[src/rtl/key_repeat.sv]
// key_repeat: per-key press pulse plus delayed auto-shift repeat, timed in tick strobes.
// Optional macro KEY_REPEAT_RELEASE_EN adds key_release, a one-clk pulse when a held key is let go.
module key_repeat #(
    parameter int unsigned N_KEYS     = 4,
    parameter int unsigned CNT_W      = 8,
    parameter int unsigned DAS_DELAY  = 16,
    parameter int unsigned ARR_PERIOD = 4
) (
    input  logic              clk,
    input  logic              rst,
    input  logic              tick,
    input  logic              enable,
    input  logic [N_KEYS-1:0] key_level,
    output logic [N_KEYS-1:0] key_event,
`ifdef KEY_REPEAT_RELEASE_EN
    output logic [N_KEYS-1:0] key_held,
    output logic [N_KEYS-1:0] key_release
`else
    output logic [N_KEYS-1:0] key_held
`endif
);

    typedef enum logic [1:0] {
        S_IDLE   = 2'd0,
        S_DELAY  = 2'd1,
        S_REPEAT = 2'd2
    } state_e;

    localparam logic [CNT_W-1:0] DAS_LAST = CNT_W'(DAS_DELAY - 1);
    localparam logic [CNT_W-1:0] ARR_LAST = CNT_W'(ARR_PERIOD - 1);

    state_e            state_q [N_KEYS];
    state_e            state_d [N_KEYS];
    logic [CNT_W-1:0]  cnt_q   [N_KEYS];
    logic [CNT_W-1:0]  cnt_d   [N_KEYS];
    logic [N_KEYS-1:0] key_prev_q;
    logic [N_KEYS-1:0] event_q;
    logic [N_KEYS-1:0] event_d;
`ifdef KEY_REPEAT_RELEASE_EN
    logic [N_KEYS-1:0] release_q;
    logic [N_KEYS-1:0] release_d;
`endif

    // State, counter and event registers; key_prev tracks key_level regardless of enable.
    always_ff @(posedge clk) begin
        if (rst) begin
            for (int unsigned k = 0; k < N_KEYS; k++) begin
                state_q[k] <= S_IDLE;
                cnt_q[k]   <= '0;
            end
            key_prev_q <= '1;
            event_q    <= '0;
`ifdef KEY_REPEAT_RELEASE_EN
            release_q  <= '0;
`endif
        end else begin
            for (int unsigned k = 0; k < N_KEYS; k++) begin
                state_q[k] <= state_d[k];
                cnt_q[k]   <= cnt_d[k];
            end
            key_prev_q <= key_level;
            event_q    <= event_d;
`ifdef KEY_REPEAT_RELEASE_EN
            release_q  <= release_d;
`endif
        end
    end

    // Per-key next state: disable beats release, release beats tick, tick drives delay/repeat counting.
    always_comb begin
        event_d = '0;
`ifdef KEY_REPEAT_RELEASE_EN
        release_d = '0;
`endif
        for (int unsigned k = 0; k < N_KEYS; k++) begin
            state_d[k] = state_q[k];
            cnt_d[k]   = cnt_q[k];
            if (!enable) begin
                state_d[k] = S_IDLE;
                cnt_d[k]   = '0;
            end else if ((state_q[k] != S_IDLE) && !key_level[k]) begin
                state_d[k] = S_IDLE;
                cnt_d[k]   = '0;
`ifdef KEY_REPEAT_RELEASE_EN
                release_d[k] = 1'b1;
`endif
            end else begin
                case (state_q[k])
                    S_IDLE: begin
                        if (key_level[k] && !key_prev_q[k]) begin
                            event_d[k] = 1'b1;
                            state_d[k] = S_DELAY;
                            cnt_d[k]   = '0;
                        end
                    end
                    S_DELAY: begin
                        if (tick) begin
                            if (cnt_q[k] == DAS_LAST) begin
                                event_d[k] = 1'b1;
                                state_d[k] = S_REPEAT;
                                cnt_d[k]   = '0;
                            end else begin
                                cnt_d[k] = cnt_q[k] + CNT_W'(1);
                            end
                        end
                    end
                    S_REPEAT: begin
                        if (tick) begin
                            if (cnt_q[k] == ARR_LAST) begin
                                event_d[k] = 1'b1;
                                cnt_d[k]   = '0;
                            end else begin
                                cnt_d[k] = cnt_q[k] + CNT_W'(1);
                            end
                        end
                    end
                    default: begin
                        state_d[k] = S_IDLE;
                        cnt_d[k]   = '0;
                    end
                endcase
            end
        end
    end

    // Held flag is a direct decode of the registered state, so it rises with the press pulse.
    always_comb begin
        key_held = '0;
        for (int unsigned k = 0; k < N_KEYS; k++) begin
            key_held[k] = (state_q[k] != S_IDLE);
        end
    end

    assign key_event = event_q;
`ifdef KEY_REPEAT_RELEASE_EN
    assign key_release = release_q;
`endif

endmodule
[config.mk]
export PLATFORM = sky130hd
export DESIGN_NAME = key_repeat
export DESIGN_NICKNAME = d
export VERILOG_FILES = /design/src/rtl/key_repeat.sv
export SDC_FILE = /design/constraint.sdc
export NUM_CORES = 1
export LEC_CHECK = 0
export CAP_MARGIN = 20
export CORE_UTILIZATION = 60
export CTS_CLUSTER_DIAMETER = 80
export DETAILED_ROUTE_END_ITERATION = 10
export GPL_ROUTABILITY_DRIVEN = 0
export PLACE_DENSITY = 0.76
export SYNTH_ARGS = -nofsm -noshare
export SYNTH_HDL_FRONTEND = slang
export SYNTH_SLANG_ARGS = --single-unit
[constraint.sdc]
create_clock -name clk -period 4.1 [get_ports clk]
set_input_delay 0.82 -clock clk [delete_from_list [all_inputs] [get_ports clk]]
set_output_delay 0.82 -clock clk [all_outputs]
set_load 0.1 [all_outputs]
==> impl_metrics.json <==
{
  "hp-class": "reg2reg",
  "dpl.hpwl_mm": 4.55,
  "die_area_um2": 5130,
  "antennaDiodeCount": 0,
  "placed_cells": 428,
  "vias": 2706,
  "yosysTopAreaCell": "dfxtp_1",
  "seq_area_frac_synth_pct": 33.1,
  "multi_input_area_um2": 1860,
  "synth_edf_count": 0,
  "dr.pass1.iters": 4,
  "syn_avg_cell_area_um2": 8.03,
  "portBuffers": 15,
  "slew_headroom_pct": 35.6,
  "nets": 413,
  "synth-warning-count": 0,
  "numCtsBuffers": 5,
  "syn_to_final_growth_pct": 11.9,
  "required_ns": 3.28,
  "cts_tree": "built",
  "postCtsSetupBuffers": 0,
  "ant_nets": 0,
  "synthTopCellsByArea": "dfxtp_1 (33%), ha_1 (9.5%), nand3_1 (5.5%)",
  "num_io_pins": 16,
  "ctsHoldBuffers": 0,
  "drtIter0Drc": 155,
  "p_total_w": 0.000946,
  "dieHeight_um": 71.6,
  "final_cell_count_no_fill": 436,
  "final_area_um2": 3250,
  "cts_resized": 0,
  "power.density_nw_per_um2": 291,
  "rsz0062_at_grt": "false",
  "clk_latency_ns": 0.30,
  "dpl-instance-area_um2": 3130,
  "antenna_found_initial": 0,
  "yosys_register_bits": 48,
  "wl_per_cell_um": 14.1,
  "maxCapViolCount": 0,
  "end_kind": "output port",
  "finalHoldViolCount": 0,
  "fin_skew_ns": 0.00671,
  "fillCellCount": 377,
  "htreeDepth": 2,
  "status": "completed",
  "synth_nets": 392,
  "dp_slack_ns": 1.31,
  "setup_violations": 0,
  "core_um2": 4500,
  "synth-async-reset-ratio_pct": 0,
  "synth_ff_type": "dfxtp_1",
  "ys_top_cells_by_count": "dfxtp_1 (48), nand3_1 (32), nand2_1 (30), nor2_1 (30), ha_1 (22)",
  "cts_buffer_depth": 2,
  "cts_num_sinks": 48,
  "num_rows": 24,
  "grt_usage_pct": 24.7,
  "synth_top_area_share_pct": 33.1,
  "grt_pass1_vias": 2423,
  "fin_crit_sh_pct": 76.1,
  "p_leak_nw": 1.20,
  "grt_max_degree": 17,
  "worst_slew_pin_slew_ns": 0.963,
  "cp_max_fo": 6,
  "synth_most_common_cell": "dfxtp_1",
  "finalMaxSlewViolations": 0,
  "crit_type": "reg2out",
  "routed_via_density": 6.21,
  "arrival_ns": 2.30,
  "syn_area_um2": 2910,
  "totalWireLength_mm": 6.15,
  "initial_core_util_pct": 64.5,
  "grt.overflow.total": 0,
  "clockRootBuffer": "clkbuf_8",
  "synth.distinct_cells": 35,
  "drive_above_1_share_pct": 4.69,
  "fin_tns_setup_ns": 0,
  "startpoint_type": "flip-flop",
  "clk_pin_slew_ns": 0.09,
  "drc": 0,
  "synthCells": 362,
  "min_period_ns": 3.12,
  "fp.dieW_um": 71.6,
  "ir_drop_mv": 0.217,
  "final-seq-area_um2": 961,
  "fmax_mhz": 320,
  "finalWorstSetupSlack_ns": 0.979,
  "grt_pass1_wl_mm": 10.4
}
[final timing paths]
kind / from / endpoint / slack [ns] / cells after the start
setup / recovery: state_q[3][0] / key_held[3] / 0.98 / 4
setup reg to reg: cnt_q[0][0] / cnt_q[0][5] / 2.00 / 6
hold reg to reg: cnt_q[1][1] / cnt_q[1][1] / 0.49 / 2
hold / removal: cnt_q[1][1] / cnt_q[1][1] / 0.49 / 2
[report_power, final]
part | switching [W] | internal (W)
clock network | 0.000157 | 0.000215
registers | 0.00000242 | 0.000470
logic | 0.0000669 | 0.0000344
total | 0.000226 | 0.000720
[sequential cells by signal, indices dropped and copies added, names as in the netlist]
name        count
cnt_q          32
key_event       4
key_prev_q      4
state_q         8
[worst max-delay path, stage by stage, from the launching register on]
cell	delay [ns]
dfxtp_1	0.39
inv_1	0.10
ha_1	0.27
inv_1	0.11
clkdlybuf4s50_1	1.13
[kinds of logic after synthesis]
kind of cell / share of synthesized area (%)
compound gates: 25.0
fa+ha+maj: 9.47
buf+inv: 2.84
flops: 33.1
mux: 3.44
simple gates: 26.2
[per-layer routing]
layer / global-route usage [%] / wire [um]
met5: 0 / 0
met2: 39.9 / 2800
met3: 4.50 / 172
met4: 7.19 / 69
met1: 33.9 / 3100
[cell type report]
cell class | count | share of cell area (%)
Multi-Input combinational cell | 292 | 57.3
Sequential cell | 48 | 29.5
Timing Repair Buffer | 17 | 5.08
Clock buffer | 7 | 2.96
Inverter | 19 | 2.19
Tap cell | 52 | 2.00
Clock inverter | 1 | 0.923
[through the flow]
stage | hold slack, ns | utilization (%)
after floorplan | 0.444 | -
after global routing | 0.512 | 72.2
final | 0.488 | 72.2
after CTS | 0.487 | 72.2
after global placement | 0.467 | 69.4
after detailed placement | 0.474 | 69.4
[layout by cell type, fill, tap and decap left out, drive strengths merged, types with 12 or more instances in the layout]
master and count:
a211oi 12, a21oi 20, and3 16, clkdlybuf4s50 15
dfxtp 48, ha 22, inv 19, nand2 31
nand2b 12, nand3 32, nor2 30, o21ai 31
Power figures use the tool's default switching activity.
